## src/rtl/bit_subtractor.sv

```systemverilog
// Purpose: bit-serial unsigned subtractor, diff = A - B, one bit per clock, LSB first.
// Latency: WIDTH cycles from the accepting edge to done; a new operation may start every WIDTH+1 cycles.
// Backpressure: none; load is only honoured in IDLE or DONE and is silently ignored while busy.
module bit_subtractor #(
  parameter int WIDTH = 8
) (
  input  logic             clk,
  input  logic             rst,
  input  logic             load,
  input  logic [WIDTH-1:0] A,
  input  logic [WIDTH-1:0] B,
  output logic [WIDTH-1:0] diff,
  output logic             borrow,
  output logic             zero,
  output logic             busy,
  output logic             done
);

  // Counter only has to reach WIDTH-1, so ceil(log2(WIDTH)) bits never wrap.
  localparam int CW = $clog2(WIDTH);
  localparam logic [CW-1:0] LAST_BIT = CW'(WIDTH - 1);

  typedef enum logic [1:0] {
    IDLE  = 2'd0,
    SHIFT = 2'd1,
    DONE  = 2'd2
  } state_t;

  state_t state;
  state_t state_nxt;

  // Operand shift registers, partial difference, borrow loop and bit counter.
  logic [WIDTH-1:0] a_sr;
  logic [WIDTH-1:0] b_sr;
  logic [WIDTH-1:0] part;
  logic             bor_ff;
  logic [CW-1:0]    cnt;

  // Combinational helpers.
  logic             accept;
  logic             last;
  logic             a0;
  logic             b0;
  logic             d;
  logic             bout;
  logic [WIDTH-1:0] part_nxt;
  logic             busy_nxt;
  logic             done_nxt;

  // A start request is only taken when no operation is in flight.
  assign accept = load && ((state == IDLE) || (state == DONE));

  // The edge that processes the MSB also retires the operation.
  assign last = (state == SHIFT) && (cnt == LAST_BIT);

  // One-bit full subtractor fed by the operand LSBs and the borrow loop.
  always_comb begin
    a0       = a_sr[0];
    b0       = b_sr[0];
    d        = a0 ^ b0 ^ bor_ff;
    bout     = (~a0 & b0) | (~(a0 ^ b0) & bor_ff);
    part_nxt = {d, part[WIDTH-1:1]};
  end

  // State register.
  always_ff @(posedge clk or posedge rst) begin
    if (rst) begin
      state <= IDLE;
    end else begin
      state <= state_nxt;
    end
  end

  // Next-state logic: DONE is only left through a new load, SHIFT only by finishing.
  always_comb begin
    state_nxt = state;
    case (state)
      IDLE: begin
        if (load) begin
          state_nxt = SHIFT;
        end
      end
      SHIFT: begin
        if (cnt == LAST_BIT) begin
          state_nxt = DONE;
        end
      end
      DONE: begin
        if (load) begin
          state_nxt = SHIFT;
        end
      end
      default: begin
        state_nxt = IDLE;
      end
    endcase
  end

  // Output decode from the upcoming state, so busy/done come straight off flops.
  always_comb begin
    busy_nxt = 1'b0;
    done_nxt = 1'b0;
    case (state_nxt)
      SHIFT:   busy_nxt = 1'b1;
      DONE:    done_nxt = 1'b1;
      default: begin
        busy_nxt = 1'b0;
        done_nxt = 1'b0;
      end
    endcase
  end

  // Registered status flags; they track the state register exactly.
  always_ff @(posedge clk or posedge rst) begin
    if (rst) begin
      busy <= 1'b0;
      done <= 1'b0;
    end else begin
      busy <= busy_nxt;
      done <= done_nxt;
    end
  end

  // Serial datapath: capture on accept, shift one bit per edge while in SHIFT.
  always_ff @(posedge clk or posedge rst) begin
    if (rst) begin
      a_sr   <= '0;
      b_sr   <= '0;
      part   <= '0;
      bor_ff <= 1'b0;
      cnt    <= '0;
    end else if (accept) begin
      a_sr   <= A;
      b_sr   <= B;
      part   <= '0;
      bor_ff <= 1'b0;
      cnt    <= '0;
    end else if (state == SHIFT) begin
      a_sr   <= {1'b0, a_sr[WIDTH-1:1]};
      b_sr   <= {1'b0, b_sr[WIDTH-1:1]};
      part   <= part_nxt;
      bor_ff <= bout;
      // Hold at the last bit value rather than wrapping back to zero.
      if (cnt != LAST_BIT) begin
        cnt <= cnt + CW'(1);
      end
    end
  end

  // Result register: only the retiring edge updates it; SHIFT keeps the old result visible.
  always_ff @(posedge clk or posedge rst) begin
    if (rst) begin
      diff   <= '0;
      borrow <= 1'b0;
      zero   <= 1'b0;
    end else if (last) begin
      diff   <= part_nxt;
      borrow <= bout;
      zero   <= (part_nxt == '0);
    end
  end

endmodule
```

## config.mk

```make
export PLATFORM = sky130hd
export DESIGN_NAME = bit_subtractor
export DESIGN_NICKNAME = d
export VERILOG_FILES = /design/src/rtl/bit_subtractor.sv
export SDC_FILE = /design/constraint.sdc
export NUM_CORES = 1
export LEC_CHECK = 0
export ABC_AREA = 1
export BUFFER_PORTS_ARGS = -buffer_cell sky130_fd_sc_hd__buf_2
export CAP_MARGIN = 20
export CORE_AREA = 4 4 68 70
export CTS_BUF_LIST = sky130_fd_sc_hd__clkbuf_8
export CTS_CLUSTER_SIZE = 10
export DETAILED_ROUTE_END_ITERATION = 10
export DIE_AREA = 0 0 72 74
export GPL_TIMING_DRIVEN = 1
export SLEW_MARGIN = 20
export SYNTH_ARGS = -nofsm -noshare
export SYNTH_HDL_FRONTEND = slang
export SYNTH_SLANG_ARGS = --single-unit
```

## constraint.sdc

```tcl
create_clock -name clk -period 2.4 [get_ports clk]
set_input_delay 0.12 -clock clk [delete_from_list [all_inputs] [get_ports clk]]
set_output_delay 0.12 -clock clk [all_outputs]
set_load 0.05 [all_outputs]
```

# == After elaboration in Yosys (flattened, before gate mapping) ==
# Index checks and enable logic that the tools add are counted.
# totals
inputBits,19
regBits,42
out_inout_bits,12
word_cells,50
# classes
n_addsub,1
n_reduce_logical,9
bitwise_logic,7
muxes,16
eq_ne,6
# op_table
op,count
2-to-1 mux 8 bit,6
2-to-1 mux 3 bit,3
zero test 8 bit,1
equality test 2 x 1 -> 1 bit (second input constant),2
equality test 2 bit (second input constant),2
2-to-1 mux 1 bit,4
2-to-1 mux 2 bit,2
one-hot mux 2 bit (2 select lines),1
nonzero test 2 bit,2
adder 3 x 1 -> 3 bit (second input constant),1
equality test 3 bit (second input constant),1
inequality test 3 bit (second input constant),1
AND 1 bit,2
logical AND 1 bit,2
zero test 2 bit,1
NOT 1 bit,2
AND reduction 2 bit,1
OR reduction 2 bit,1
bitwise XOR 1 bit,2
logical OR 1 bit,1
bitwise OR 1 bit,1

# == Logic depth before layout (Yosys ltp) ==
# Gate-level depths: netlist (run 1).
# depth
word_depth,6
ltp_mapped,7
depth_no_buf,7

# == Worst setup path after synthesis (run 1) ==
# OpenSTA, ideal clock, no wires.
# synth_path
kind,register to register
from,reg a_sr[0]
to,reg zero
setup_time_ns,0.118
n_path_buf,0
synth_period_minus_slack_ns,1.241
t_required_ns,2.282
arrival_ns,1.123
stages_incl_launch_ff,7
path_slack_ns,1.159
cell_sequence,dfrtp_1 -> fa_1 -> nor2_1 -> nand2_1 -> nor2_1 -> nand2_1 -> nand2_1
# synth_between
elab_chain_cells,3
# synth_lines
element,line,rtl
from (decl),33,logic [WIDTH-1:0] a_sr;
from (signal assigned),139,"a_sr <= {1'b0, a_sr[WIDTH-1:1]};"
bitwise XOR 1 bit (2 in series),60,d = a0 ^ b0 ^ bor_ff;
via d,44,logic d;
zero test 8 bit,159,zero <= (part_nxt == '0);
to (signal assigned),159,
to (decl),14,"output logic zero,"
# The timed path passes the listed nets, and every way through them passes these cells.
# A chain may end at the register's enable or synchronous reset.

# == Worst setup path in the final report (run 1) ==
# layout_path
from,reg state[0]
to,reg diff[7]
# layout_between
elab_chain_cells,2
# layout_lines
element,line,rtl
from (decl),29,state_t state;
from (signal assigned),70,state <= state_nxt;
equality test 2 x 1 -> 1 bit,54,assign last = (state == SHIFT) && (cnt == LAST_BIT);
logical AND 1 bit,54,
to (signal assigned),157,diff <= part_nxt;
to (decl),12,"output logic [WIDTH-1:0] diff,"
# Every way passes these cells.

==> results of run 1 <==
[routing by layer]
metal	track usage (%)	up-vias	part of all wire (%)
met2	24.3	30	49
li1	-	652	-
met4	7.31	0	2.2
met5	0	-	0
met1	15.6	591	42
met3	4.86	6	6.4
[kinds of logic after synthesis]
logic type | after synthesis | share of synthesized area (%)
DFF | 41 | 58.9
buffers and inverters | 23 | 6.54
adders and majority gates | 3 | 2.59
AOI/OAI and AO/OA | 19 | 7.83
and+or+nand+nor | 99 | 24.1
[repair_timing]
| item | in CTS | in global routing |
|---|---|---|
| hold endpoints to repair | 41 | 0 |
| setup endpoints to repair | 0 | 0 |
| hold buffers | 1 | 0 |
[stage by stage]
stage                     setup slack [ps]  hold WS [ps]  total power [mW]
final                                  897          30.1              2.84
after floorplan                       1160           216              2.14
after detailed placement               878           272              2.39
after global placement                 937           264              2.34
after global routing                   734          30.9              3.10
after CTS                              870          16.0              2.89
[layout make-up]
type                       instances  share of cell area [%]
clock buffer                       7                    4.75
clock inverter                     1                   0.247
inverter                          18                    3.45
multi-input combinational        121                    29.7
sequential                        41                    50.6
tap                               50                    3.08
timing repair buffer              32                    8.26
[layout by cell type, fill, tap and decap left out]
| master | instances |
|---|---|
| nand2_1 | 71 |
| dfrtp_1 | 41 |
| buf_2 | 30 |
| nand3_1 | 17 |
| inv_1 | 14 |
| o22ai_1 | 8 |
| o21ai_2 | 7 |
| clkbuf_8 | 7 |
| nor2_1 | 6 |
| inv_2 | 3 |
| nand2_2 | 2 |
| nand2_4 | 2 |
| o31ai_1 | 2 |
| o21ai_1 | 2 |
| ha_1 | 2 |
| inv_4 | 1 |
| nor2_4 | 1 |
| fa_1 | 1 |
| clkinv_2 | 1 |
| dlygate4sd3_1 | 1 |
| buf_4 | 1 |
[state kept, by name, summed over array words and instances, names as in the netlist]
name / count
a_sr: 8
part: 7
borrow: 1
bor_ff: 1
b_sr: 8
cnt: 3
busy: 1
zero: 1
diff: 8
done: 1
state: 2
[worst max-delay path, cell delays in order (launching register included)]
cell,delay (ps)
dfrtp_1,410
inv_2,80
nor2_4,290
nand2_2,350
nand2_1,190
o21ai_2,60
[synth_stat cells, drive strengths merged]
cell type / instances
nand2: 75
dfrtp: 41
inv: 18
nand3: 17
o21ai: 9
o22ai: 8
nor2: 7
buf: 5
ha: 2
o31ai: 2
fa: 1
[where the power goes]
group	internal [mW]	switching, mW	leakage [nW]	total (mW)
Sequential	0.986	0.149	0.523	1.13
Combinational	0.374	0.850	0.504	1.22
Clock	0.260	0.224	0.0542	0.483
[final timing paths]
path | start | to | slack (ps) | cells past startpoint
min in group asynchronous | rst | part[7] | 490 | 4
min reg2reg | b_sr[7] | b_sr[7] | 480 | 2
max reg2reg | state[0] | diff[7] | 900 | 5
max | state[0] | diff[7] | 900 | 5
min | B[7] | b_sr[7] | 30 | 3
max in group asynchronous | rst | bor_ff | 1560 | 4
==> results.sh, run 1 <==
export IMPL_hold_violations=0
export IMPL_synth_largest_area_cell="dfrtp_1"
export IMPL_first_iter_violations=64
export IMPL_antenna_left=0
export IMPL_ys_ff_latch=41
export IMPL_drt_wl_total_mm=3.13
export IMPL_fp_dieW_um=72
export IMPL_nets=241
export IMPL_synthCells=185
export IMPL_grt_ovfl_total=0
export IMPL_ctsResizeCount=0
export IMPL_seq_area_um2=1030
export IMPL_grtUsageTotal_pct=14.1
export IMPL_area_growth_syn_to_layout_pct=16.5
export IMPL_multiInputGateArea_um2=602
export IMPL_core_region_area_um2=3970
export IMPL_drc_errors=0
export IMPL_power_density_nw_per_um2=1400
export IMPL_syn_cell_area_um2=1740
export IMPL_dieArea_um2=5330
export IMPL_hold_class="primary input to flip-flop"
export IMPL_synth_nets=207
export IMPL_insertion_delay_ps=290
export IMPL_cp_end_kind="flip-flop"
export IMPL_cts_tree="built"
export IMPL_htreeDepth=2
export IMPL_yosys_top_cells_area="dfrtp_1 (59%), nand2_1 (15%), nand3_1 (4.9%), o21ai_2 (3.5%), inv_1 (3.0%)"
export IMPL_timing_final_crit_share_pct=62.6
export IMPL_relSlewSlack_pct=66.4
export IMPL_first_pass_iters=4
export IMPL_rsz0062_at_grt="no"
export IMPL_cap_violations=0
export IMPL_fillerInstances=396
export IMPL_drive_gt1_share_pct=25.0
export IMPL_cts_buffers=5
export IMPL_antenna_cells=0
export IMPL_cts_path_max_buffers=2
export IMPL_cts_setup_buffers=0
export IMPL_via_count=1279
export IMPL_min_period_ps=1500
export IMPL_io_buffers=30
export IMPL_synth_cell_types=18
export IMPL_antenna_found_initial=0
export IMPL_hpwl_mm=2.24
export IMPL_crit_arrival_ps=1680
export IMPL_p_leak_nw=1.08
export IMPL_grt_pass1_vias=1347
export IMPL_fmax_mhz=665
export IMPL_viasPerCell=4.74
export IMPL_fp_row_count=23
export IMPL_clk_pin_slew_ps=80
export IMPL_final_instance_count_excl_fill=270
export IMPL_synth_seq_area_share_pct=58.9
export IMPL_cp_start_kind="flip-flop"
export IMPL_setup_viol=0
export IMPL_placedCellCount=261
export IMPL_post_route_util_pct=51.1
export IMPL_postLayoutCellArea_um2=2030
export IMPL_ir_drop_v=0.000709
export IMPL_initial_core_util_pct=43.9
export IMPL_wire_per_inst_um=11.6
export IMPL_syn_avg_cell_area_um2=9.41
export IMPL_clock_sinks=41
export IMPL_required_ps=2580
export IMPL_grt_max_degree=42
export IMPL_path_max_fanout=22
export IMPL_io_pins=31
export IMPL_worst_slew_pin_slew_ps=505
export IMPL_slew_violations=0
export IMPL_place_congestion=0.758
export IMPL_cts_root_buf="clkbuf_8"
export IMPL_status="complete, no violations"
export IMPL_die_y_um=74
export IMPL_fin_skew_ps=6.49
export IMPL_criticalPathCategory="flip-flop to flip-flop"
export IMPL_place_area_um2=1920
export IMPL_grt_pass1_wl_mm=5.73
export IMPL_yosys_warnings=0
export IMPL_setup_tns_ps=0
export IMPL_synth_top_area_share_pct=58.9
No activity file was read; power rests on OpenSTA's default activity.
==> run 2: changes to the inputs <==
Clock period 2.4 ns to 1.5 ns, I/O delays scaled along.
==> run 2 against run 1 <==
  * Wire length up 4.4%
  * Register-to-register slack worse by 760 ps
  * First-iteration DRC count down 13%
  * Combinational power up 67%
  * Via count up 2.1%
  * Sequential cell count unchanged
  * Maximum frequency up 10%
  * Design area up 4.3%
  * Total power up 59%
  * Global-route usage down 0.51 points
  * Highest routed layer unchanged
  * Die area unchanged
  * Final cell count up 3.7%
==> results.sh, run 2 (synthesis gave the netlist of run 1 again) <==
export IMPL_hpwl_mm=2.39
export IMPL_final_cell_mix="nand2_1 (71), dfrtp_1 (41), buf_2 (30), nand3_1 (17), inv_1 (15)"
export IMPL_crit_family="adder cells"
export IMPL_place_congestion=0.810
export IMPL_drc_errors=0
export IMPL_cp_end_kind="flip-flop"
export IMPL_cts_setup_buffers=0
export IMPL_p_leak_nw=1.12
export IMPL_timing_final_crit_share_pct=91.0
export IMPL_path_max_fanout=7
export IMPL_grt_max_degree=42
export IMPL_power_density_nw_per_um2=2140
export IMPL_hold_class="primary input to flip-flop"
export IMPL_crit_top_cell="ha_1"
export IMPL_largest_registers="a_sr: 8 flops, b_sr: 8 flops, diff: 8 flops"
export IMPL_core_region_area_um2=3970
export IMPL_rsz0062_at_grt="no"
export IMPL_first_iter_violations=56
export IMPL_insertion_delay_ps=290
export IMPL_criticalPathCategory="flip-flop to flip-flop"
export IMPL_cts_root_buf="clkbuf_8"
export IMPL_viasPerCell=4.66
export IMPL_path_cells="ha_1 > ha_1 > nand2_2 > buf_4 > nand2_1 > o21ai_1"
export IMPL_grt_pass1_vias=1319
export IMPL_path_buf_inv=1
export IMPL_first_pass_iters=4
export IMPL_dieArea_um2=5330
export IMPL_seq_area_um2=1030
export IMPL_fp_dieW_um=72
export IMPL_grtUsageTotal_pct=13.6
export IMPL_fmax_mhz=733
export IMPL_slew_violations=0
export IMPL_area_growth_syn_to_layout_pct=21.5
export IMPL_antenna_cells=0
export IMPL_relSlewSlack_pct=66.1
export IMPL_grt_ovfl_total=0
export IMPL_via_count=1306
export IMPL_clock_sinks=41
export IMPL_die_y_um=74
export IMPL_wire_per_inst_um=11.7
export IMPL_multiInputGateArea_um2=602
export IMPL_cp_start_kind="flip-flop"
export IMPL_min_period_ps=1360
export IMPL_grt_pass1_wl_mm=5.62
export IMPL_fp_row_count=23
export IMPL_setup_tns_ps=0
export IMPL_p_total_mw=4.53
export IMPL_drt_wl_total_mm=3.27
export IMPL_status="complete, no violations"
export IMPL_cts_hold_buf=8
export IMPL_hold_violations=0
export IMPL_critPathSlowestCell="dfrtp_1"
export IMPL_clk_pin_slew_ps=80
export IMPL_final_common_cell="nand2_1"
export IMPL_worst_slew_pin_slew_ps=509
export IMPL_crit_arrival_ps=1580
export IMPL_antenna_found_initial=0
export IMPL_io_buffers=30
export IMPL_required_ps=1720
export IMPL_cpPeakStageDelay_ps=400
export IMPL_ctsResizeCount=0
export IMPL_cts_buffers=5
export IMPL_cts_tree="built"
export IMPL_nets=251
export IMPL_drive_gt1_share_pct=24.8
export IMPL_ir_drop_v=0.000948
export IMPL_cts_path_max_buffers=2
export IMPL_setup_viol=0
export IMPL_htreeDepth=2
export IMPL_fillerInstances=367
export IMPL_fin_skew_ps=9.64
export IMPL_io_pins=31
export IMPL_antenna_left=0
export IMPL_cap_violations=0
export IMPL_initial_core_util_pct=43.9
## run 2: changes by cell type in the layout (fill, tap and decap cells not counted)
cell / delta
buf_4: +2
clkinv_2: +1
dlygate4sd3_1: +7
inv_1: +1
clkbuf_8: -2
buf_12: +1
## run 2: cell type report
cell class	count	share of cell area (%)
well taps	50	2.96
inverters	18	3.31
multi-input cells	121	28.4
repair buffers	42	12.9
clock inverters	3	0.651
clock buffers	5	3.25
flip-flops and latches	41	48.5
## run 2: worst paths after layout
path                                end  cells after the start  slack, ps    start
worst min-delay path            a_sr[6]                      3         10     A[6]
min in group asynchronous       part[2]                      4        450      rst
max in group asynchronous        cnt[2]                      4        690      rst
worst min register to register  a_sr[7]                      2        480  a_sr[7]
worst max-delay path            diff[6]                      6        140   cnt[0]
worst max register to register  diff[6]                      6        140   cnt[0]
## run 2: metrics by stage
| stage | instances | hold slack (ps) | instance area, um2 | utilization (%) | worst slack [ps] |
|---|---|---|---|---|---|
| 3_3_place_gp | 264 | 219 | 1950 | 49.2 | 178 |
| 2_1_floorplan | 185 | 171 | 1740 | - | 259 |
| 4_1_cts | 280 | 2.04 | 2120 | 53.3 | 128 |
| 5_1_grt | 280 | 9.03 | 2120 | 53.3 | 41.2 |
| 6_report | 280 | 12.4 | 2120 | 53.3 | 135 |
| 3_5_place_dp | 264 | 235 | 1950 | 49.2 | 140 |
## run 2: layer usage
layer | up-vias | routed length, um | GRT usage, %
li1 | 674 | - | -
met1 | 600 | 1490 | 17.3
met5 | - | 0 | 0
met4 | 0 | 31 | 6.26
met2 | 27 | 1580 | 22.1
met3 | 5 | 172 | 3.24
## run 2: tightest hold or removal path, cell delays in order
cell and delay, ps:
buf_2 70, nand2_1 40, nand3_1 70
## run 2: report_power, final
| group | switching, mW | internal [mW] |
|---|---|---|
| clock network | 0.358 | 0.315 |
| registers | 0.244 | 1.58 |
| logic | 1.38 | 0.652 |
| total | 1.99 | 2.54 |
